[src/rtl/rv_pkg.sv]
// Shared core definitions: default widths, reset PC, NOP encoding and the
// fetch-unit state encoding.
package rv_pkg;

    localparam int unsigned RV_ADDR_W   = 64;
    localparam int unsigned RV_INST_W   = 32;
    localparam logic [63:0] RV_RESET_PC = 64'h0;
    localparam logic [31:0] RV_NOP      = 32'h0000_0013;

    typedef enum logic [1:0] {
        IDLE,
        RUN,
        HALT
    } ifu_state_e;

endpackage

[src/rtl/ifu_inst_fifo.sv]
// Instruction buffer: synchronous FIFO holding instruction words with their
// PCs, combinational head read, flush taking priority over push/pop.
module ifu_inst_fifo #(
    parameter int unsigned DEPTH  = 2,
    parameter int unsigned DATA_W = 32,
    parameter int unsigned ADDR_W = 64
) (
    input  logic                     clk,
    input  logic                     rst,
    input  logic                     flush,
    input  logic                     push,
    input  logic [DATA_W-1:0]        push_data,
    input  logic [ADDR_W-1:0]        push_addr,
    input  logic                     pop,
    output logic [DATA_W-1:0]        head_data,
    output logic [ADDR_W-1:0]        head_addr,
    output logic                     empty,
    output logic [$clog2(DEPTH):0]   count
);

    localparam int unsigned PTR_W = $clog2(DEPTH);
    localparam int unsigned CNT_W = PTR_W + 1;

    logic [DATA_W-1:0] data_mem [DEPTH];
    logic [ADDR_W-1:0] addr_mem [DEPTH];
    logic [PTR_W-1:0]  wr_ptr;
    logic [PTR_W-1:0]  rd_ptr;

    always_ff @(posedge clk or negedge rst) begin
        if (!rst) begin
            wr_ptr <= '0;
            rd_ptr <= '0;
            count  <= '0;
            for (int unsigned i = 0; i < DEPTH; i++) begin
                data_mem[i] <= '0;
                addr_mem[i] <= '0;
            end
        end else if (flush) begin
            wr_ptr <= '0;
            rd_ptr <= '0;
            count  <= '0;
        end else begin
            // Push into a full FIFO is only legal alongside a pop; the slot
            // written is the one being vacated this edge.
            if (push) begin
                data_mem[wr_ptr] <= push_data;
                addr_mem[wr_ptr] <= push_addr;
                wr_ptr           <= wr_ptr + PTR_W'(1);
            end
            if (pop) begin
                rd_ptr <= rd_ptr + PTR_W'(1);
            end
            count <= count + CNT_W'(push) - CNT_W'(pop);
        end
    end

    assign head_data = data_mem[rd_ptr];
    assign head_addr = addr_mem[rd_ptr];
    assign empty     = (count == '0);

endmodule

[src/rtl/ifu_fetch.sv]
// Instruction fetch stage: sequential ROM fetch, credit-limited issue, buffered
// delivery to decode, redirect flush. Optional macro: IFU_MISALIGN_TRAP_EN.
module ifu_fetch
    import rv_pkg::*;
#(
    parameter int unsigned       ADDR_W     = RV_ADDR_W,
    parameter int unsigned       INST_W     = RV_INST_W,
    parameter logic [ADDR_W-1:0] RESET_PC   = ADDR_W'(RV_RESET_PC),
    parameter int unsigned       FIFO_DEPTH = 2
) (
    input  logic              clk,
    input  logic              rst,
    input  logic              jump_en_i,
    input  logic [ADDR_W-1:0] jump_addr_i,
    output logic              rom_req_o,
    output logic [ADDR_W-1:0] rom_addr_o,
    input  logic [INST_W-1:0] rom_rdata_i,
    output logic              inst_valid_o,
    input  logic              inst_ready_i,
    output logic [INST_W-1:0] inst_o,
    output logic [ADDR_W-1:0] inst_addr_o,
    output logic              fetch_misalign_o
);

    localparam int unsigned CNT_W = $clog2(FIFO_DEPTH) + 1;

    ifu_state_e        state;
    logic [ADDR_W-1:0] pc;
    logic              inflight;
    logic              inflight_epoch;
    logic [ADDR_W-1:0] inflight_addr;
    logic              epoch;

    logic [CNT_W-1:0]  fifo_count;
    logic [CNT_W-1:0]  credits_used;
    logic              fifo_empty;
    logic              pop;
    logic              push;
    logic              issue;
    logic [ADDR_W-1:0] jump_target;

    assign jump_target  = jump_addr_i & ~ADDR_W'(3);
    assign pop          = inst_valid_o & inst_ready_i;
    assign credits_used = fifo_count + CNT_W'(inflight) - CNT_W'(pop);
    assign issue        = (state == RUN) && !jump_en_i
                          && (credits_used < CNT_W'(FIFO_DEPTH));

    // A response belongs to the current stream only if no redirect landed
    // since its issue; anything arriving during the redirect cycle is flushed.
    assign push = inflight && (inflight_epoch == epoch);

    assign rom_req_o  = issue;
    assign rom_addr_o = pc;

`ifdef IFU_MISALIGN_TRAP_EN
    logic misalign_q;
    assign fetch_misalign_o = misalign_q;
`else
    assign fetch_misalign_o = 1'b0;
`endif

    always_ff @(posedge clk or negedge rst) begin
        if (!rst) begin
            state          <= IDLE;
            pc             <= RESET_PC;
            inflight       <= 1'b0;
            inflight_epoch <= 1'b0;
            inflight_addr  <= '0;
            epoch          <= 1'b0;
`ifdef IFU_MISALIGN_TRAP_EN
            misalign_q     <= 1'b0;
`endif
        end else begin
            inflight <= issue;
            if (issue) begin
                inflight_addr  <= pc;
                inflight_epoch <= epoch;
                pc             <= pc + ADDR_W'(4);
            end
            if (jump_en_i) begin
                pc    <= jump_target;
                epoch <= ~epoch;
            end

            case (state)
                IDLE:    state <= RUN;
                default: state <= state;
            endcase

`ifdef IFU_MISALIGN_TRAP_EN
            if (jump_en_i) begin
                if (jump_addr_i[1:0] != 2'b00) begin
                    state      <= HALT;
                    misalign_q <= 1'b1;
                end else begin
                    state      <= RUN;
                    misalign_q <= 1'b0;
                end
            end
`endif
        end
    end

    ifu_inst_fifo #(
        .DEPTH  (FIFO_DEPTH),
        .DATA_W (INST_W),
        .ADDR_W (ADDR_W)
    ) u_fifo (
        .clk       (clk),
        .rst       (rst),
        .flush     (jump_en_i),
        .push      (push),
        .push_data (rom_rdata_i),
        .push_addr (inflight_addr),
        .pop       (pop),
        .head_data (inst_o),
        .head_addr (inst_addr_o),
        .empty     (fifo_empty),
        .count     (fifo_count)
    );

    assign inst_valid_o = !fifo_empty;

endmodule
[config.mk]
export PLATFORM = sky130hd
export DESIGN_NAME = ifu_fetch
export DESIGN_NICKNAME = d
export VERILOG_FILES = /design/src/rtl/rv_pkg.sv /design/src/rtl/ifu_inst_fifo.sv /design/src/rtl/ifu_fetch.sv
export SDC_FILE = /design/constraint.sdc
export NUM_CORES = 1
export LEC_CHECK = 0
export ABC_CLOCK_PERIOD_IN_PS = 3700
export CAP_MARGIN = 20
export CELL_PAD_IN_SITES_DETAIL_PLACEMENT = 1
export CELL_PAD_IN_SITES_GLOBAL_PLACEMENT = 1
export CORE_MARGIN = 3
export CORE_UTILIZATION = 42
export CTS_CLUSTER_DIAMETER = 30
export DETAILED_ROUTE_END_ITERATION = 10
export GPL_TIMING_DRIVEN = 0
export PLACE_DENSITY_LB_ADDON = 0.12
export SLEW_MARGIN = 10
export SYNTH_ARGS = -nofsm -noshare
export SYNTH_HDL_FRONTEND = slang
export SYNTH_HIERARCHICAL = 1
export SYNTH_SLANG_ARGS = --single-unit
[constraint.sdc]
create_clock -name clk -period 3.7 [get_ports clk]
set_clock_uncertainty 0.1 [all_clocks]
set_input_delay 0.74 -clock clk [delete_from_list [all_inputs] [get_ports clk]]
set_output_delay 0.74 -clock clk [all_outputs]
set_load 0.01 [all_outputs]
**Word-level counts from Yosys, hierarchy flattened**

Index checks and enable logic that the tools add are counted.

- Add/subtract/negate cells: 7
- $mul: 0
- Div/mod/pow operators: 0
- Order comparisons: 4
- Equality and inequality tests: 1
- Shift-type cells: 0
- Muxes and demuxes: 19
- Bitwise operators: 5
- Reductions and logical operators: 12

Operators by type and width:

| cell | number |
|---|---|
| $mux 64 | 6 |
| $bwmux 128 | 1 |
| $mux 32 | 4 |
| $add 64x3->64 const B | 1 |
| $bwmux 64 | 1 |
| $demux 64 s1 | 1 |
| $demux 32 s1 | 1 |
| $reduce_bool 2->1 | 3 |
| $add 2x1->2 | 2 |
| $ge 2x2->1 const B | 2 |
| $logic_and 1x1->1 | 4 |
| $logic_not 2->1 | 2 |
| $mux 1 | 4 |
| $not 1->2 | 2 |
| $sub 2x1->2 | 2 |
| $add 1x1->1 const B | 2 |
| $logic_not 1->1 | 2 |
| $lt 2x1->1 const B | 1 |
| $lt 2x2->1 const B | 1 |
| $mux 2 | 1 |
| $not 1->1 | 2 |
| $reduce_and 2->1 | 1 |
| $and 1x1->1 | 1 |
| $eq 1x1->1 | 1 |

- Register bits after elaboration: 328
- Latch bits: 0
- RAM bits: 0
- Memory bits (read-only): 0
- Input bits: 100
- Output and inout port bits: 163
- Logic and storage cells: 61
- Memories kept: 0

**Depth between registers and ports, before layout**

- Word-level depth: 8
- Mapped depth: 11
- Gate-level depth less buffers: 9

**Cells and area by module**

Netlist, hierarchy kept.

By module, submodules not included:

| module | times used | cells each | area each (um2) | sequential area each (um2) |
|---|---|---|---|---|
| ifu_inst_fifo | 1 | 529 | 8436.8 | 4904.7 |
| ifu_fetch | 1 | 768 | 6666.4 | 3203.1 |

**Worst setup path after synthesis**

Ideal clock, no wire load.

- Path kind: input-to-output
- Start point: input inst_ready_i
- End point: output rom_req_o
- Data arrival time: 2.501 ns
- Data required time: 2.860 ns
- Path slack: 0.359 ns
- Cell stages on the path: 8
- Path buffers: 2
- Cell sequence: nor2b_1 > ha_1 > and2b_1 > nor3_1 > nor2_1 > inv_1 > clkbuf_1 > clkbuf_1

- Cells in the longest elaborated chain, start to end: 4

Ends and longest elaborated chain:

| what | RTL line | text |
|---|---|---|
| start, declared | ifu_fetch.sv:19 | `input logic inst_ready_i,` |
| $and 1x1->1 | ifu_fetch.sv:43 | `assign pop = inst_valid_o & inst_ready_i;` |
| $sub 2x1->2 | ifu_fetch.sv:44 | `assign credits_used = fifo_count + CNT_W'(inflight) - CNT_W'(pop);` |
| $lt 2x2->1 | ifu_fetch.sv:46 | `&& (credits_used < CNT_W'(FIFO_DEPTH));` |
| $logic_and 1x1->1 | ifu_fetch.sv:46 |  |
| end, declared | ifu_fetch.sv:15 | `output logic rom_req_o,` |

No other way between the ends.

**Worst setup path after layout**

- Start point: input jump_en_i
- End point: output rom_req_o

- Cells in the longest elaborated chain, start to end: 3

Ends and longest elaborated chain:

| what | RTL line | text |
|---|---|---|
| start, declared | ifu_fetch.sv:13 | `input logic jump_en_i,` |
| $logic_not 1->1 | ifu_fetch.sv:45 | `assign issue = (state == RUN) && !jump_en_i` |
| $logic_and 1x1->1 | ifu_fetch.sv:45 |  |
| $logic_and 1x1->1 | ifu_fetch.sv:46 |  |

No other way between the ends.

==> out/metrics.yaml <==
run_status:
  outcome: "completed"
pwr:
  p_seq_share_pct: 31.4
  clkPwrFrac_pct: 39.8
  ir_worst_vdd_uv: 493
  switching_share_pct: 29.7
  p_int_uw: 12900
  p_comb_share_pct: 28.8
  leakage_uw: 0.00955
  power_density_nw_per_um2: 857
  power.switching_uw: 5430
  totalPowerFinal_uw: 18300
floorplan:
  die_area_sq_um: 38300
  fp.dieW_microns: 196
  start_util_pct: 43.2
  ioPinCount: 263
  design.core.area_sq_um: 35000
  rows: 68
  die_h_microns: 196
finish:
  utilization_pct: 61.1
  area_growth_pct: 41.4
  layout.nets: 1755
  nFillCells: 3560
  drive_gt1_share_pct: 28.9
sta:
  slew_headroom_pct: 40.3
  finalHoldViolations: 0
  layout_min_cycle_time_ns: 3.63
  timing.final.crit_share_pct: 98.1
  layout_setup_ws_ns: 0.0692
  fmax_mhz: 275
  finalSetupViolations: 0
  rsz0062_at_grt: "no"
  final_max_slew_viol_count: 0
  tightest_slew_ns: 0.895
  fin_hold_ws_ns: 0.0405
synthesis:
  ys_types: 60
  synth_edf_count: 0
  netlist_area_sq_um: 15100
  synth-seq-cells: 324
  postSynthAreaPerCell_sq_um: 11.6
  synth-main-ff-cell: "dfrtp_1"
  synthArstFlopShare_pct: 100
  syn_inst: 1297
  yosysSeqAreaShare_pct: 53.7
  yosys_warnings: 6
detailed_routing:
  drtIter0Drc: 592
  avgViaCountPerCell: 5.54
  firstDrtPassIters: 5
  vias: 12000
  wl_per_cell_microns: 23.6
  drt-total-wl_microns: 51300
  drcViolationCount: 0
  ant_nets: 0
clock_network:
  clk_pin_slew_ns: 0.05
  cts_buffer_depth: 3
  clkLatencyLatePin_ns: 0.58
  cts_buffers: 81
  htree_levels: 3
  clock-root-buffer: "clkbuf_16"
  cts_sinks: 324
  cts_tree: "built"
run:
  maxCapViolCount: 0
global_routing:
  first_global_vias: 13300
  grt_overflow: 0
  grt_pass1_wl_microns: 79300
  antenna_found_initial: 0
  track_usage_pct: 26.5
  grt_max_degree: 92
worst_setup_path:
  endpoint_kind: "output port"
  start_kind: "primary input"
  crit_type: "in2out"
  critical_path_peak_fanout: 14
  arrival_ns: 2.79
  worstPathRequired_ns: 2.86
placed_design:
  numPortBuffers: 257
  dp_slack_ns: -1.64
  place_congestion: 0.871
  post-dp-hpwl_microns: 34300
worst_hold_path:
  hold_path_class: "in2async"
[cell families after synthesis]
logic type                 Yosys count  synth area share [%]
AOI/OAI and AO/OA                  103                  4.87
xor gates and xnor gates            28                  1.86
adders and majority gates            4                 0.331
buffers and inverters               86                  2.72
DFF                                324                  53.7
muxes                              299                  22.2
other                                2                0.0497
and+or+nand+nor                    451                  14.3
[final cells by class]
type	instances	area (sq um)	share of cell area (%)
flip-flops and latches	324	8110	38.0
multi-input cells	893	6700	31.4
repair buffers	266	2700	12.7
clock buffers	115	2380	11.1
well taps	455	569	2.67
clock inverters	34	472	2.21
plain buffers	75	382	1.79
inverters	10	41.3	0.193
diodes	1	2.50	0.0117
[registers in the layout, indices dropped and copies added, names as in the netlist, 2 cells and up]
| signal | cells |
|---|---|
| inflight_addr | 62 |
| rom_addr_o | 62 |
| u_fifo/addr_mem | 128 |
| u_fifo/count | 2 |
| u_fifo/data_mem | 64 |
[cells in the final DEF, fill, tap and decap left out, types with 9 or more instances in the layout]
cell type / instances
clkdlybuf4s50_1: 253
clkinv_2: 9
o21ai_0: 31
a31oi_1: 17
nand2_1: 246
mux2i_1: 11
nor4_1: 9
a22oi_1: 9
buf_4: 20
or3_1: 11
clkbuf_16: 83
nor2_1: 31
nor2b_1: 14
xor2_1: 15
clkbuf_8: 19
o31ai_1: 11
buf_2: 27
or4_1: 13
and3_1: 19
nand3_1: 37
dfrtp_1: 323
mux2_2: 288
clkbuf_1: 40
nand4_1: 21
xnor2_1: 9
bufinv_16: 10
inv_1: 9
[per-stage QoR]
stage	instances	cell area (sq um)	setup TNS (ns)
CTS	2171	21300	0
floorplan	1303	15100	0
global route	2172	21300	0
detailed placement	2018	18400	-46.54
global placement	2015	18300	-4108.36
finish	2173	21300	0
[path summary, 6_finish.rpt]
path / startpoint / end / slack (ns) / cells after the start
setup / recovery: jump_en_i / rom_req_o / 0.07 / 7
hold / removal: rst / u_fifo/data_mem[3]$_DFFE_PN0P_ / 0.04 / 1
setup reg to reg: u_fifo/count[1]$_DFF_PN0_ / rom_addr_o[63]$_DFFE_PN0P_ / 0.34 / 9
hold reg to reg: inflight_addr[21]$_DFFE_PN0P_ / inflight_addr[21]$_DFFE_PN0P_ / 0.39 / 2
max in group asynchronous: rst / u_fifo/addr_mem[111]$_DFFE_PN0P_ / 2.20 / 3
min in group clk: inflight_addr[21]$_DFFE_PN0P_ / inflight_addr[21]$_DFFE_PN0P_ / 0.39 / 2
[critical path, cell delays in order]
cell and delay, ns:
dlygate4sd2_1 0.78, nand2b_1 0.32, nor3_4 0.08, nor2_4 0.19
clkinvlp_4 0.20, clkbuf_8 0.21, clkdlybuf4s15_2 0.24
[power by group through the flow]
| stage | Combinational, uW | Sequential [uW] | Clock, uW |
|---|---|---|---|
| 5_1_grt | 5660 | 5910 | 7620 |
| 4_1_cts | 5320 | 5740 | 7400 |
| 2_1_floorplan | 2840 | 5400 | 0 |
| 6_report | 5270 | 5740 | 7290 |
| 3_3_place_gp | 4970 | 5630 | 0 |
| 3_5_place_dp | 5110 | 5720 | 0 |
[timing repair]
action | CTS | global route
endpoints found under the setup margin | 50 | 12
pin swaps | 2 | 0
hold buffers | 0 | 0
resized for setup | 24 | 3
buffers inserted | 5 | 0
endpoints found under the hold margin | 0 | 0
[Yosys cell counts, types with 3 or more instances]
| cell type | n | share of area (%) |
|---|---|---|
| a2111oi_0 | 6 | 0.35 |
| a221o_1 | 4 | 0.27 |
| a22oi_1 | 9 | 0.45 |
| a31oi_1 | 17 | 0.70 |
| and2_1 | 6 | 0.25 |
| and3_1 | 19 | 0.79 |
| and4_1 | 8 | 0.46 |
| buf_1 | 6 | 0.15 |
| buf_2 | 27 | 0.89 |
| buf_4 | 14 | 0.70 |
| clkbuf_1 | 28 | 0.70 |
| dfrtp_1 | 324 | 54 |
| ha_1 | 4 | 0.33 |
| inv_1 | 10 | 0.25 |
| mux2_2 | 288 | 21 |
| mux2i_1 | 11 | 0.73 |
| nand2_1 | 246 | 6.1 |
| nand2b_1 | 3 | 0.12 |
| nand3_1 | 37 | 1.2 |
| nand3b_1 | 3 | 0.15 |
| nand4_1 | 21 | 0.87 |
| nor2_1 | 33 | 0.82 |
| nor2b_1 | 15 | 0.62 |
| nor3_1 | 10 | 0.33 |
| nor3b_1 | 3 | 0.15 |
| nor4_1 | 9 | 0.37 |
| o2111ai_1 | 5 | 0.29 |
| o211ai_1 | 5 | 0.25 |
| o21ai_0 | 31 | 1.0 |
| o311ai_0 | 4 | 0.23 |
| o31ai_1 | 11 | 0.55 |
| or3_1 | 11 | 0.46 |
| or4_1 | 13 | 0.65 |
| xnor2_1 | 9 | 0.52 |
| xor2_1 | 15 | 0.87 |
[layer usage]
metal | vias to the layer above | share of wire, % | GRT usage [%]
met3 | 96 | 6.1 | 6.09
li1 | 5345 | - | -
met5 | - | 0 | 0
met2 | 400 | 48 | 43.8
met1 | 6197 | 43 | 34.3
met4 | 0 | 2.9 | 9.66
Note: power is estimated with default switching activity, not from simulation.
